`src/rtl/winker_pkg.sv`:
```
// Shared encodings for the winker lamp monitor: FSM states, direction and fault codes.
package winker_pkg;

    localparam int unsigned ST_W = 3;

    localparam logic [ST_W-1:0] ST_IDLE   = 3'd0;
    localparam logic [ST_W-1:0] ST_LEFT   = 3'd1;
    localparam logic [ST_W-1:0] ST_RIGHT  = 3'd2;
    localparam logic [ST_W-1:0] ST_HAZARD = 3'd3;
    localparam logic [ST_W-1:0] ST_FAULT  = 3'd4;

    localparam logic [1:0] DIR_NONE   = 2'b00;
    localparam logic [1:0] DIR_LEFT   = 2'b01;
    localparam logic [1:0] DIR_RIGHT  = 2'b10;
    localparam logic [1:0] DIR_HAZARD = 2'b11;

    localparam logic [1:0] FLT_NONE  = 2'd0;
    localparam logic [1:0] FLT_FAST  = 2'd1;
    localparam logic [1:0] FLT_STUCK = 2'd2;
    localparam logic [1:0] FLT_CROSS = 2'd3;

    // Direction reported on the dashboard for a given FSM state.
    function automatic logic [1:0] state_dir(input logic [ST_W-1:0] st);
        logic [1:0] d;
        d = DIR_NONE;
        case (st)
            ST_LEFT:   d = DIR_LEFT;
            ST_RIGHT:  d = DIR_RIGHT;
            ST_HAZARD: d = DIR_HAZARD;
            default:   d = DIR_NONE;
        endcase
        return d;
    endfunction

endpackage

```
`src/rtl/winker_lamp_sync.sv`:
```
// Two-flop synchronizer for one asynchronous lamp line plus edge detection.
module winker_lamp_sync (
    input  logic clk,
    input  logic reset_n,
    input  logic lamp,
    output logic level,
    output logic rise_c,
    output logic fall_c
);

    logic meta;
    logic sync;
    logic prev;

    // Metastability stages followed by the previous-value register.
    always_ff @(posedge clk or negedge reset_n) begin
        if (!reset_n) begin
            meta <= 1'b0;
            sync <= 1'b0;
            prev <= 1'b0;
        end else begin
            meta <= lamp;
            sync <= meta;
            prev <= sync;
        end
    end

    assign level  = sync;
    assign rise_c = sync & ~prev;
    assign fall_c = ~sync & prev;

endmodule

```
`src/rtl/winker_lamp_monitor.sv`:
```
// Receive-side monitor for the turn-signal lamps: direction decode, flash count, timing faults.
module winker_lamp_monitor
    import winker_pkg::*;
#(
    parameter int unsigned FLASH_W      = 8,
    parameter int unsigned MIN_HALF     = 4,
    parameter int unsigned MAX_HALF     = 64,
    parameter int unsigned IDLE_TIMEOUT = 128,
    parameter int unsigned SKEW_MAX     = 2
) (
    input  logic               clk,
    input  logic               reset_n,
    input  logic               i_left_lamp,
    input  logic               i_right_lamp,
    input  logic               i_clear,
    output logic               o_idle,
    output logic [1:0]         o_dir,
    output logic               o_flash_pulse,
    output logic [FLASH_W-1:0] o_flash_cnt,
    output logic               o_fault,
    output logic [1:0]         o_fault_code
);

    localparam int unsigned PH_W = $clog2(IDLE_TIMEOUT + 1);
    localparam int unsigned SK_W = $clog2(SKEW_MAX + 2);

    localparam logic [PH_W-1:0]    PH_ONE   = PH_W'(1);
    localparam logic [PH_W-1:0]    PH_MIN   = PH_W'(MIN_HALF);
    localparam logic [PH_W-1:0]    PH_STUCK = PH_W'(MAX_HALF + 1);
    localparam logic [PH_W-1:0]    PH_TO    = PH_W'(IDLE_TIMEOUT);
    localparam logic [SK_W-1:0]    SK_ONE   = SK_W'(1);
    localparam logic [SK_W-1:0]    SK_LIM   = SK_W'(SKEW_MAX);
    localparam logic [SK_W-1:0]    SK_SAT   = SK_W'(SKEW_MAX + 1);
    localparam logic [FLASH_W-1:0] FL_ONE   = FLASH_W'(1);

    logic left_lvl, left_rise, left_fall;
    logic right_lvl, right_rise, right_fall;

    logic [ST_W-1:0]    state, state_nxt;
    logic [PH_W-1:0]    phase_cnt, phase_nxt;
    logic [SK_W-1:0]    skew_cnt, skew_nxt;
    logic [FLASH_W-1:0] flash_nxt, flash_inc;
    logic [1:0]         code_nxt;
    logic               pulse_nxt;

    logic trk_lvl, trk_rise, trk_fall, trk_edge, opp_rise, phase_hi;
    logic f_cross, f_stuck, f_fast, timeout;

    winker_lamp_sync u_sync_left (
        .clk    (clk),
        .reset_n(reset_n),
        .lamp   (i_left_lamp),
        .level  (left_lvl),
        .rise_c (left_rise),
        .fall_c (left_fall)
    );

    winker_lamp_sync u_sync_right (
        .clk    (clk),
        .reset_n(reset_n),
        .lamp   (i_right_lamp),
        .level  (right_lvl),
        .rise_c (right_rise),
        .fall_c (right_fall)
    );

    // Next-state, counter and fault decode.
    always_comb begin
        state_nxt = state;
        phase_nxt = phase_cnt;
        skew_nxt  = '0;
        flash_nxt = o_flash_cnt;
        code_nxt  = o_fault_code;
        pulse_nxt = 1'b0;
        f_cross   = 1'b0;
        f_stuck   = 1'b0;
        f_fast    = 1'b0;
        timeout   = 1'b0;

        // RIGHT tracks the right lamp; LEFT and HAZARD track the left lamp.
        trk_lvl  = (state == ST_RIGHT) ? right_lvl  : left_lvl;
        trk_rise = (state == ST_RIGHT) ? right_rise : left_rise;
        trk_fall = (state == ST_RIGHT) ? right_fall : left_fall;
        opp_rise = (state == ST_RIGHT) ? left_rise  : right_rise;
        trk_edge = trk_rise | trk_fall;
        // Level of the phase the counter is measuring (the one just ending on an edge).
        phase_hi = trk_edge ? ~trk_lvl : trk_lvl;

        flash_inc = (o_flash_cnt == '1) ? o_flash_cnt : o_flash_cnt + FL_ONE;

        case (state)
            ST_IDLE: begin
                phase_nxt = '0;
                if (left_rise || right_rise) begin
                    if (left_rise && right_rise) state_nxt = ST_HAZARD;
                    else if (left_rise)          state_nxt = ST_LEFT;
                    else                         state_nxt = ST_RIGHT;
                    phase_nxt = PH_ONE;
                    flash_nxt = FL_ONE;
                    pulse_nxt = 1'b1;
                end
            end

            ST_LEFT, ST_RIGHT, ST_HAZARD: begin
                if (trk_edge)                phase_nxt = PH_ONE;
                else if (phase_cnt != PH_TO) phase_nxt = phase_cnt + PH_ONE;

                f_fast  = trk_edge && (phase_cnt < PH_MIN);
                f_stuck = phase_hi && (phase_cnt >= PH_STUCK);

                if (state == ST_HAZARD) begin
                    if (left_lvl != right_lvl) begin
                        skew_nxt = (skew_cnt == SK_SAT) ? skew_cnt : skew_cnt + SK_ONE;
                        f_cross  = (skew_cnt >= SK_LIM);
                    end
                    timeout = !trk_edge && !phase_hi && !right_lvl && (phase_cnt >= PH_TO);
                end else begin
                    f_cross = opp_rise && trk_lvl;
                    timeout = !trk_edge && !phase_hi && (phase_cnt >= PH_TO);
                end

                if (f_cross || f_stuck || f_fast) begin
                    state_nxt = ST_FAULT;
                    phase_nxt = '0;
                    skew_nxt  = '0;
                    if (f_cross)      code_nxt = FLT_CROSS;
                    else if (f_stuck) code_nxt = FLT_STUCK;
                    else              code_nxt = FLT_FAST;
                end else if (timeout) begin
                    state_nxt = ST_IDLE;
                    phase_nxt = '0;
                    skew_nxt  = '0;
                end else if ((state != ST_HAZARD) && opp_rise) begin
                    // Driver switched direction while the tracked lamp was dark.
                    state_nxt = (state == ST_LEFT) ? ST_RIGHT : ST_LEFT;
                    phase_nxt = PH_ONE;
                    flash_nxt = FL_ONE;
                    pulse_nxt = 1'b1;
                end else if (trk_rise) begin
                    flash_nxt = flash_inc;
                    pulse_nxt = 1'b1;
                end
            end

            ST_FAULT: begin
                phase_nxt = '0;
            end

            default: begin
                state_nxt = ST_IDLE;
                phase_nxt = '0;
            end
        endcase

        // Clear overrides any fault or rise seen in the same cycle.
        if (i_clear) begin
            state_nxt = ST_IDLE;
            phase_nxt = '0;
            skew_nxt  = '0;
            flash_nxt = '0;
            code_nxt  = FLT_NONE;
            pulse_nxt = 1'b0;
        end
    end

    // State, counters and registered dashboard outputs.
    always_ff @(posedge clk or negedge reset_n) begin
        if (!reset_n) begin
            state         <= ST_IDLE;
            phase_cnt     <= '0;
            skew_cnt      <= '0;
            o_flash_cnt   <= '0;
            o_fault_code  <= FLT_NONE;
            o_flash_pulse <= 1'b0;
            o_idle        <= 1'b1;
            o_dir         <= DIR_NONE;
            o_fault       <= 1'b0;
        end else begin
            state         <= state_nxt;
            phase_cnt     <= phase_nxt;
            skew_cnt      <= skew_nxt;
            o_flash_cnt   <= flash_nxt;
            o_fault_code  <= code_nxt;
            o_flash_pulse <= pulse_nxt;
            o_idle        <= (state_nxt == ST_IDLE);
            o_dir         <= state_dir(state_nxt);
            o_fault       <= (state_nxt == ST_FAULT);
        end
    end

endmodule

```
`config.mk`:
```
export PLATFORM = sky130hd
export DESIGN_NAME = winker_lamp_monitor
export DESIGN_NICKNAME = d
export VERILOG_FILES = /design/src/rtl/winker_pkg.sv /design/src/rtl/winker_lamp_sync.sv /design/src/rtl/winker_lamp_monitor.sv
export SDC_FILE = /design/constraint.sdc
export NUM_CORES = 1
export LEC_CHECK = 0
export BUFFER_PORTS_ARGS = -buffer_cell sky130_fd_sc_hd__buf_2
export CORE_MARGIN = 2
export CORE_UTILIZATION = 40
export CTS_CLUSTER_DIAMETER = 150
export DETAILED_ROUTE_END_ITERATION = 8
export SYNTH_ARGS = -nofsm -noshare
export SYNTH_HDL_FRONTEND = slang
export SYNTH_SLANG_ARGS = --single-unit
```
`constraint.sdc`:
```
create_clock -name clk -period 3.76 [get_ports clk]
set_clock_uncertainty 0.2 [all_clocks]
set_input_delay 0.188 -clock clk [delete_from_list [all_inputs] [get_ports clk]]
set_output_delay 0.188 -clock clk [all_outputs]
set_load 0.03 [all_outputs]
```
## Word level (Yosys, flattened, before mapping)

Index checks and enable logic that the tools add are counted.

- Output and inout port bits: 15
- Input bits: 5
- Bits in registers: 34
- Logic and storage cells: 130

- Reduce and logical (&&, ||, !) cells: 23
- Muxes and demuxes: 55
- Bitwise operators: 10
- Equal/unequal tests: 20
- Add/sub/neg operators: 3
- Order comparisons: 4

Operators with widths:

| cell | count |
|---|---|
| $mux W8 | 13 |
| $pmux W8 S2 | 2 |
| $mux W2 | 15 |
| $mux W1 | 17 |
| $add A8 B1 Y8 const B | 2 |
| $mux W3 | 5 |
| $ne A7 B7 Y1 const B | 2 |
| $eq A3 B2 Y1 const B | 4 |
| $logic_and A1 B1 Y1 | 9 |
| $ne A3 B3 Y1 const B | 3 |
| $pmux W3 S3 | 1 |
| $eq A8 B8 Y1 const B | 1 |
| $ge A8 B7 Y1 const B | 1 |
| $ge A8 B8 Y1 const B | 1 |
| $lt A8 B3 Y1 const B | 1 |
| $ne A4 B4 Y1 const B | 2 |
| $ne A8 B8 Y1 const B | 1 |
| $eq A3 B1 Y1 const B | 2 |
| $eq A3 B3 Y1 const B | 2 |
| $logic_not A3 Y1 | 2 |
| $pmux W2 S3 | 1 |
| $reduce_and A6 Y1 | 1 |
| $not A1 Y1 | 5 |
| $and A1 B1 Y1 | 4 |
| other kinds (13) | 18 |

## Logic depth before layout (Yosys ltp)

Gate-level depths: netlist (run 1).

- Depth in word-level cells: 17
- Gate-level depth with buffers: 11

## Hierarchy

Synthesis (run 1) repeated with hierarchy kept, for this count alone.

- Cell total of the unflattened synthesis: 206
- Area, all modules: 1970.6 um2

Modules (own cells, without submodules):

| module | times used | cells an instance | area each (um2) |
|---|---|---|---|
| winker_lamp_monitor | 1 | 196 | 1790.5 |
| winker_lamp_sync | 2 | 5 | 90.1 |

## Worst setup path before layout (run 1)

No wires, ideal clock.

- Kind: register to register
- Start point: reg state[2]
- End point: reg o_flash_cnt[0]
- Stages on the path, launching flop included: 12
- Slack: 0.808 ns
- Data arrival time: 2.628 ns
- Buffers on the path: 2
- Library setup time: 0.125 ns
- Period minus slack after synthesis: 2.952 ns
- Path through: dfrtp_1 buf_2 nor3b_2 mux2_2 ha_1 o21ai_0 a31oi_1 nor3_2 a21o_1 buf_6 o21ai_1 mux2_2

- Word-level cells in the longest chain between the ends: 12
- Elaborated cells between the ends (all ways): 41
- Classes of those cells: eq/ne (9); mux (14); bitwise (2); reduce/logical (16)

Ends and longest elaborated chain:

| item | RTL line | RTL |
|---|---|---|
| start: declaration | winker_lamp_monitor.sv:39 | `logic [ST_W-1:0] state, state_nxt;` |
| start signal: assignment | winker_lamp_monitor.sv:179 | `state <= state_nxt;` |
| $eq A3 B2 Y1 | - |  |
| $mux W1, on equally long branches | winker_lamp_monitor.sv:82, winker_lamp_monitor.sv:81, winker_lamp_monitor.sv:83 |  |
| $or A1 B1 Y1 / $not A1 Y1 (equally long branches) | winker_lamp_monitor.sv:85, winker_lamp_monitor.sv:87 |  |
| $mux W1 | winker_lamp_monitor.sv:87 | `phase_hi = trk_edge ? ~trk_lvl : trk_lvl;` |
| $logic_not A1 Y1 | winker_lamp_monitor.sv:116, winker_lamp_monitor.sv:119 |  |
| $logic_and A1 B1 Y1 | winker_lamp_monitor.sv:116, winker_lamp_monitor.sv:119 |  |
| $logic_and A1 B1 Y1 (2 in a row) | winker_lamp_monitor.sv:116 | `timeout = !trk_edge && !phase_hi && !right_lvl && (phase_cnt >= PH_TO);` |
| $mux W1 | winker_lamp_monitor.sv:111 | `if (state == ST_HAZARD) begin` |
| $mux W1 | winker_lamp_monitor.sv:91 | `case (state)` |
| $ne A3 B3 Y1 (no source line) | - |  |
| $reduce_and A6 Y1 (no source line) | - |  |
| end signal: assignment | winker_lamp_monitor.sv:182 | `o_flash_cnt <= flash_nxt;` |
| end: declaration | winker_lamp_monitor.sv:19 | `output logic [FLASH_W-1:0] o_flash_cnt,` |

Parallel ways exist; a longest one is shown, timed or not. The select of a mux whose other input is x is not followed.
A chain may end at the register's enable or synchronous reset.

## Final worst setup path (run 1)

- Start point: reg state[1]
- End point: reg o_flash_cnt[0]

The elaborated chain is that of the path after synthesis.

==> flow_summary_export.csv, run 1 <==
group,metric,value,unit
run_status,status,"finished clean",
clocking,cts_root_buf,"clkbuf_8",
clocking,cts_resized,0,
timing,max_freq,297.7,MHz
detailed_routing,ant_nets,0,
timing,rsz0062_at_grt,"false",
worst_setup_path,crit_path_frequent_cell,"mux2_2",
logic_synthesis,ys_types,53,
logic_synthesis,syn_nets,214,
die,num_rows,25,
worst_setup_path,crit_fanout,11,
timing,relSlewSlack,49.08,%
layout,fin_nets,233,
timing,holdWs,0.03995,ns
layout,final_core_util,46.83,%
worst_setup_path,critical_path_class,"flop to flop",
grt,grt_pass1_wl,6.844,mm
worst_setup_path,cp_slowest_stage_delay,0.51,ns
clocking,clock-sinks,34,
detailed_routing,drc_errors,0,
worst_setup_path,cp_top_family,"simple AND/OR/NAND/NOR gates",
pwr,p_leak,0.9823,nW
logic_synthesis,synth_most_common_cell,"dfrtp_1",
detailed_routing,dr.pass1.iters,4,
grt,grt_usage,16.52,%
grt,grt_max_degree,35,
logic_synthesis,ys_top_cells_by_count,"dfrtp_1 (33), nor2_1 (24), a21oi_1 (10)",
clocking,post_cts_buffers,0,
flow_run,maxCapViolations,0,
clocking,ctsHtreeMaxLevel,2,
timing,setup_tns,0,ns
logic_synthesis,postSynthAreaPerCell,9.742,um2
placed_design,dp_hpwl,2.733,mm
placed_design,placed_area,2091,um2
worst_setup_path,crit_buf_inv,0,
detailed_routing,routedWlPerCell,14.19,um
die,die_w,73.97,um
pwr,irDropWorstVdd,0.2129,mV
logic_synthesis,yosysWarnings,0,
logic_synthesis,ys_ff_latch,34,
layout,antenna_cells,0,
clocking,cts_tree,"yes",
layout,area_growth,12.97,%
grt,gr-total-overflow,0,
placed_design,finalWeightedCongestion,0.8626,
layout,design_area,2212,um2
logic_synthesis,synth_top_area_cell,"dfrtp_1",
logic_synthesis,synthTopCellsByArea,"dfrtp_1 (42%), ha_1 (5.1%), nor2_1 (4.6%), a41oi_1 (2.7%), a21oi_1 (2.6%)",
clocking,insertion_delay,0.29,ns
detailed_routing,vias_per_cell,5.368,
logic_synthesis,ys_seq_area_share,43.51,%
die,start_util,41.46,%
pwr,p_per_area,377.6,nW/um2
detailed_routing,dr.first_iter.drc_count,102,
clocking,cts_hold_buf,3,
logic_synthesis,syn_inst,201,
placed_design,portBuffers,19,
clocking,clockBufferDepth,2,
min_path,hp-class,"input pin to flop",
clocking,cts.reportedPaths.clkPinSlew,0.08,ns
placed_design,dp_slack,0.4854,ns
die,coreArea,4723,um2
timing,finalHoldViolCount,0,
die,die_h,73.97,um
logic_synthesis,synth_edf_count,0,
logic_synthesis,synthArstFlopShare,100.0,%
timing,maxSlewViolCount,0,
worst_setup_path,worstPathCellList,"nor3b_2 > mux2_2 > ha_1 > o21ai_0 > a31oi_1 > nor3_2 > a21o_1 > o21ai_1 > mux2_2",
worst_setup_path,worstPathArrival,3.33,ns
layout,drive_gt1_share,17.19,%
worst_setup_path,cp-start-kind,"flop",
worst_setup_path,cp-end-kind,"flop",
timing,worstMarginPinSlew,0.7639,ns
layout,fill_cells,442,
timing,setup_viol,0,
logic_synthesis,synth.top_cell.area_share,42.17,%
logic_synthesis,synth_ff_type,"dfrtp_1",
timing,setup_ws,0.4007,ns
grt,grt_antenna_before_repair,0,
logic_synthesis,netlist_area,1958,um2
timing,finalCriticalPeriod,3.359,ns
worst_setup_path,cp_slowest_cell,"dfrtp_1",
die,io_pins,20,
clocking,cts_buffers,5,
die,die_area,5471,um2
worst_setup_path,cp.required,3.73,ns
detailed_routing,num_vias,1546,
detailed_routing,wl,4.086,mm
timing,period_share,89.34,%
grt,grt_pass1_vias,1391,
-- layout make-up --
class	instances	area, um2	area share, %
clock inverter	1	5.005	0.2262
inverter	4	15.01	0.6787
timing repair buffer	23	132.6	5.995
tap	67	83.83	3.790
clock buffer	7	86.33	3.903
sequential	34	852.1	38.52
multi-input combinational	152	1037	46.89
-- cells in the final DEF, fill, tap and decap left out, types with 3 or more instances in the layout --
cell,n
dfrtp_1,33
nor2_1,24
buf_2,19
a21oi_1,10
a31oi_1,8
nand2_1,8
ha_1,8
nand3_1,7
and3_1,7
or3_1,6
a41oi_1,6
clkbuf_8,6
xor2_1,5
a211oi_1,5
xnor2_1,4
inv_1,4
nand2b_1,4
nor2b_1,4
mux2i_1,3
nor4_1,3
nor3_1,3
dlygate4sd3_1,3
-- flip-flops by register name, summed over array words and instances (netlist names), 2 cells and up --
name	count
state	3
o_dir	2
phase_cnt	8
o_flash_cnt	8
skew_cnt	2
o_fault_code	2
-- per-layer routing --
layer | share of wire [%] | wire (um) | GRT usage, % | up-vias
met1 | 50 | 2044 | 23.90 | 722
li1 | - | - | - | 769
met5 | 0 | 0 | 0 | -
met4 | 2.0 | 80 | 6.465 | 0
met2 | 43 | 1744 | 23.71 | 47
met3 | 5.3 | 217 | 4.336 | 8
-- logic make-up after synthesis --
kind of cell	count (synthesis)	synth area share, %
buffers and inverters	15	3.514
muxes	5	2.684
and+or+nand+nor	83	23.77
adders and majority gates	8	5.112
xor gates and xnor gates	9	4.025
AOI/OAI and AO/OA	47	17.38
DFF	34	43.51
-- through the flow --
step | std cells | power [mW]
after floorplan | 201 | 0.5167
after global placement | 277 | 0.5556
after detailed placement | 277 | 0.5545
after CTS | 288 | 0.8455
after global routing | 288 | 0.8771
final | 288 | 0.8354
-- report_power, final --
part	switching, mW	internal [mW]
logic	0.0968	0.0556
registers	0.0150	0.383
clock network	0.137	0.148
-- worst paths after layout --
path / cells past startpoint / endpoint / start / slack [ns]
worst max-delay path: 9 / o_flash_cnt[0] / state[1] / 0.40
worst min-delay path: 2 / o_fault_code[1] / i_clear / 0.04
worst max register to register: 9 / o_flash_cnt[0] / state[1] / 0.40
worst min register to register: 0 / u_sync_left.level / u_sync_left.meta / 0.15
max in group asynchronous: 2 / o_flash_cnt[6] / reset_n / 2.57
min in group asynchronous: 2 / skew_cnt[0] / reset_n / 0.30
Power figures use the tool's default switching activity.
==> run 2: changes to the inputs <==
Settings changed: PLACE_DENSITY from default to 0.68.
==> flow_summary_export.csv, run 2 (synthesis gave the netlist of run 1 again) <==
group,metric,value,unit
run_status,status,"finished clean",
worst_setup_path,rr_startpoint,"state[1]",
timing,relSlewSlack,50.96,%
timing,max_freq,301.5,MHz
pwr,p_per_area,371.9,nW/um2
pwr,p_leak,0.9823,nW
layout,drive_gt1_share,17.19,%
die,io_pins,20,
placed_design,placed_area,2091,um2
placed_design,finalWeightedCongestion,0.7802,
worst_setup_path,critical_path_class,"flop to flop",
min_path,hp-class,"input pin to flop",
grt,grt_pass1_vias,1451,
timing,finalCriticalPeriod,3.317,ns
timing,period_share,88.22,%
detailed_routing,dr.pass1.iters,4,
die,die_w,73.97,um
worst_setup_path,r2r_end,"o_flash_cnt[0]",
timing,maxSlewViolCount,0,
grt,grt_antenna_before_repair,0,
timing,finalHoldViolCount,0,
layout,area_growth,12.97,%
detailed_routing,vias_per_cell,5.403,
clocking,cts_root_buf,"clkbuf_8",
clocking,clock-sinks,34,
die,die_h,73.97,um
flow_run,maxCapViolations,0,
timing,setup_viol,0,
layout,layout_common_cells,"dfrtp_1 (33), nor2_1 (24), buf_2 (19), a21oi_1 (10)",
die,num_rows,25,
worst_setup_path,crit_fanout,11,
die,die_area,5471,um2
pwr,irDropWorstVdd,0.1716,mV
detailed_routing,wl,3.924,mm
layout,design_area,2212,um2
worst_setup_path,cp-start-kind,"flop",
grt,grt_usage,16.02,%
timing,setup_tns,0,ns
grt,grt_max_degree,35,
detailed_routing,ant_nets,0,
timing,rsz0062_at_grt,"false",
min_path,min-delay-start,"i_clear",
timing,worstMarginPinSlew,0.7356,ns
die,coreArea,4723,um2
detailed_routing,drc_errors,0,
grt,gr-total-overflow,0,
timing,holdWs,0.05211,ns
min_path,hold_end,"o_fault",
detailed_routing,dr.first_iter.drc_count,71,
worst_setup_path,rr_worst_depth,9,
placed_design,portBuffers,19,
layout,top_regs,"o_flash_cnt x8, phase_cnt x8, state x3",
min_path,hold_depth,2,
worst_setup_path,cp.required,3.73,ns
grt,grt_pass1_wl,6.762,mm
detailed_routing,num_vias,1556,
layout,fin_nets,233,
die,start_util,41.46,%
worst_setup_path,ff2ff_setup_slack,0.44,ns
clocking,ctsHtreeMaxLevel,2,
worst_setup_path,worstPathArrival,3.29,ns
clocking,insertion_delay,0.28,ns
layout,antenna_cells,0,
clocking,clockBufferDepth,2,
clocking,cts_tree,"yes",
detailed_routing,routedWlPerCell,13.63,um
worst_setup_path,cp-end-kind,"flop",
clocking,cts.reportedPaths.clkPinSlew,0.07,ns
placed_design,dp_hpwl,2.760,mm
clocking,post_cts_buffers,0,
layout,final_core_util,46.83,%
layout,layout.cells.most_common,"dfrtp_1",
clocking,cts_buffers,5,
pwr,fin_total_pwr,0.8226,mW
[run 2: cell counts in the layout (fill, tap and decap cells not counted)]
No cell type changed its count.
[run 2: worst max-delay path by stage]
stage	from	slack (ns)	end
5_1_grt	state[1]	0.19	skew_cnt[0]
2_1_floorplan	state[2]	0.81	o_flash_cnt[0]
3_5_place_dp	state[1]	0.50	o_flash_cnt[0]
4_1_cts	state[1]	0.47	o_flash_cnt[0]
6_report	state[1]	0.44	o_flash_cnt[0]
3_3_place_gp	state[1]	0.57	o_flash_cnt[0]
[run 2: routing by layer]
| layer | track usage [%] | vias to the layer above | part of all wire, % | wire [um] |
|---|---|---|---|---|
| met2 | 25.50 | 35 | 47 | 1834 |
| met1 | 21.61 | 742 | 48 | 1869 |
| met4 | 5.253 | 0 | 1.7 | 66 |
| met3 | 3.930 | 9 | 3.9 | 154 |
| li1 | - | 770 | - | - |
| met5 | 0 | - | 0 | 0 |
[run 2: what timing repair did]
| action | in CTS | in global routing |
|---|---|---|
| gates resized for setup | 0 | 0 |
| hold endpoints to repair | 35 | 0 |
| hold buffers | 3 | 0 |
[run 2: area by class of cell]
cell class	count	area, um2
fillers	456	2511
multi-input cells	152	1037
flip-flops and latches	34	852.1
repair buffers	23	132.6
clock buffers	7	86.33
well taps	67	83.83
inverters	4	15.01
clock inverters	1	5.005
[run 2: where the power goes]
group          leakage, nW  switching, mW  internal [mW]  total [mW]
clock network       0.0482          0.125          0.148       0.273
registers            0.452         0.0151          0.383       0.398
logic                0.482         0.0959         0.0556       0.152
total                0.982          0.236          0.586       0.823
[run 2: per-stage QoR]
stage / instances / setup slack [ns]
finish: 288 / 0.4429
global route: 288 / 0.1945
CTS: 288 / 0.4707
detailed placement: 277 / 0.5037
global placement: 277 / 0.5730
floorplan: 201 / 0.8077
[run 2: worst max-delay path, stage by stage (launching register included)]
cell and delay (ns):
dfrtp_1 0.50, nor3b_2 0.44, mux2_2 0.41, ha_1 0.29, o21ai_0 0.08, a31oi_1 0.08
nor3_2 0.44, a21o_1 0.36, o21ai_1 0.12, mux2_2 0.28
==> run 3: changes to the inputs <==
Settings changed: ABC_AREA from default to 1.
Clock period 3.76 ns to 3.3 ns, I/O delays scaled along.
==> flow_summary_export.csv, run 3 <==
group,metric,value,unit
run_status,status,"finished clean",
timing,setup_ws,0.6327,ns
layout,layout.cells.most_common,"nand2_1",
logic_synthesis,yosysWarnings,0,
min_path,hp-class,"input pin to flop",
layout,layout_common_cells,"nand2_1 (55), dfrtp_1 (33), inv_1 (31), nor2_1 (25), nand3_1 (21)",
die,die_area,5835,um2
logic_synthesis,synth_ff_type,"dfrtp_1",
clocking,clock-sinks,34,
detailed_routing,dr.pass1.iters,6,
timing,maxSlewViolCount,0,
grt,grt_antenna_before_repair,0,
worst_setup_path,cp-start-kind,"flop",
placed_design,dp_hpwl,3.330,mm
grt,grt_max_degree,35,
layout,design_area,2374,um2
grt,grt_pass1_vias,1716,
layout,top_regs,"o_flash_cnt x8, phase_cnt x8, state x3",
placed_design,finalWeightedCongestion,0.8742,
clocking,cts_buffers,5,
die,die_w,76.39,um
logic_synthesis,synth_top_area_cell,"dfrtp_1",
timing,max_freq,374.9,MHz
detailed_routing,drc_errors,0,
layout,instances_no_fill,354,
die,num_rows,26,
die,start_util,41.30,%
placed_design,dp_slack,0.6710,ns
placed_design,placed_area,2253,um2
grt,grt_pass1_wl,7.783,mm
clocking,clockBufferDepth,2,
timing,relSlewSlack,50.11,%
grt,gr-total-overflow,0,
timing,setup_viol,0,
logic_synthesis,syn_nets,271,
logic_synthesis,ys_top_cells_by_count,"nand2_1 (55), dfrtp_1 (33), inv_1 (31), nor2_1 (25), nand3_1 (21)",
worst_setup_path,cp.required,3.28,ns
placed_design,dp.cells,343,
layout,fill_cells,510,
detailed_routing,ant_nets,0,
logic_synthesis,ys_types,34,
pwr,p_per_area,418.9,nW/um2
timing,finalCriticalPeriod,2.667,ns
clocking,post_cts_buffers,0,
pwr,p_leak,1.194,nW
clocking,ctsHtreeMaxLevel,2,
timing,period_share,80.83,%
timing,setup_tns,0,ns
die,die_h,76.39,um
clocking,cts.reportedPaths.clkPinSlew,0.07,ns
layout,final_core_util,46.77,%
worst_setup_path,crit_fanout,15,
layout,antenna_cells,0,
clocking,cts_root_buf,"clkbuf_8",
logic_synthesis,syn_inst,258,
logic_synthesis,synth.top_cell.area_share,39.40,%
layout,area_growth,13.25,%
logic_synthesis,synth_most_common_cell,"nand2_1",
logic_synthesis,synthArstFlopShare,100.0,%
layout,ff_latch_area,852.1,um2
detailed_routing,num_vias,1777,
timing,holdWs,0.005119,ns
worst_setup_path,critical_path_class,"flop to flop",
die,io_pins,20,
layout,multiInputGateArea,1084,um2
placed_design,portBuffers,19,
logic_synthesis,ys_ff_latch,34,
logic_synthesis,synthTopCellsByArea,"dfrtp_1 (39%), nand2_1 (9.9%), inv_1 (5.6%), nand3_1 (5.0%), ha_1 (4.8%)",
logic_synthesis,postSynthAreaPerCell,8.123,um2
detailed_routing,vias_per_cell,5.020,
pwr,fin_total_pwr,0.9944,mW
pwr,irDropWorstVdd,0.1767,mV
timing,worstMarginPinSlew,0.7484,ns
timing,finalHoldViolCount,0,
clocking,cts_tree,"yes",
logic_synthesis,synth_edf_count,0,
layout,fin_nets,296,
timing,rsz0062_at_grt,"false",
worst_setup_path,worstPathArrival,2.64,ns
clocking,insertion_delay,0.29,ns
logic_synthesis,ys_seq_area_share,40.66,%
layout,drive_gt1_share,21.13,%
worst_setup_path,cp-end-kind,"flop",
detailed_routing,wl,4.449,mm
die,coreArea,5075,um2
grt,grt_usage,16.64,%
detailed_routing,dr.first_iter.drc_count,61,
flow_run,maxCapViolations,0,
detailed_routing,routedWlPerCell,12.57,um
logic_synthesis,netlist_area,2096,um2
==> run 3: area by class of cell <==
type / instances / share of cell area (%)
Tap cell: 70 / 3.690
Timing Repair Buffer: 23 / 5.588
Inverter: 34 / 5.377
Clock inverter: 3 / 0.8962
Clock buffer: 5 / 2.899
Multi-Input combinational cell: 185 / 45.65
Sequential cell: 34 / 35.90
==> run 3: power breakdown <==
part	switching, mW	internal, mW
clock	0.161	0.148
sequential	0.0223	0.440
combinational	0.160	0.0632
total	0.343	0.651
==> run 3: repair_timing <==
| action | CTS | global route |
|---|---|---|
| hold endpoints to repair | 35 | 0 |
| gates resized for setup | 0 | 0 |
| hold buffers | 3 | 0 |
| endpoints found under the setup margin | 0 | 0 |
==> run 3: cells by family (layout without fill, tap and decap cells) <==
logic type               count (synthesis)  in the layout  synth area share, %
XOR/XNOR                                10             10                4.179
AND/OR/NAND/NOR                        141            141                34.39
AO/OA/AOI/OAI                           26             26                8.358
flip-flops                              34             34                40.66
adder cells (fa/ha/maj)                  8              8                4.776
buffers and inverters                   39             65                7.642
==> run 3: worst max-delay path, cell delays in order, from the launching register on <==
cell and delay [ns]:
dfrtp_1 0.47, nor2_4 0.20, nand2_4 0.09, nand2_1 0.08, o21ai_2 0.08, nor2_4 0.18, ha_1 0.25, nand2_1 0.06
o21bai_1 0.18, nand3_4 0.17, nor2_8 0.17, nor2_4 0.05, nand2_2 0.09, nand2_4 0.13, nand2_1 0.10, o21ai_2 0.05
==> run 3: per-layer routing <==
metal	global-route usage, %	wire, um
met5	0	0
met4	5.818	63
met3	3.791	222
met2	27.43	2154
met1	21.50	2008
==> run 3: path summary, 6_finish.rpt <==
check / startpoint / endpoint / slack [ns] / depth (start not counted)
worst max-delay path: state[2] / o_flash_cnt[4] / 0.63 / 15
worst min-delay path: i_clear / o_flash_pulse / 0.005 / 2
worst max register to register: state[2] / o_flash_cnt[4] / 0.63 / 15
worst min register to register: u_sync_left.meta / u_sync_left.level / 0.15 / 0
max in group asynchronous: reset_n / o_flash_cnt[2] / 2.15 / 2
min in group asynchronous: reset_n / o_flash_cnt[6] / 0.28 / 2
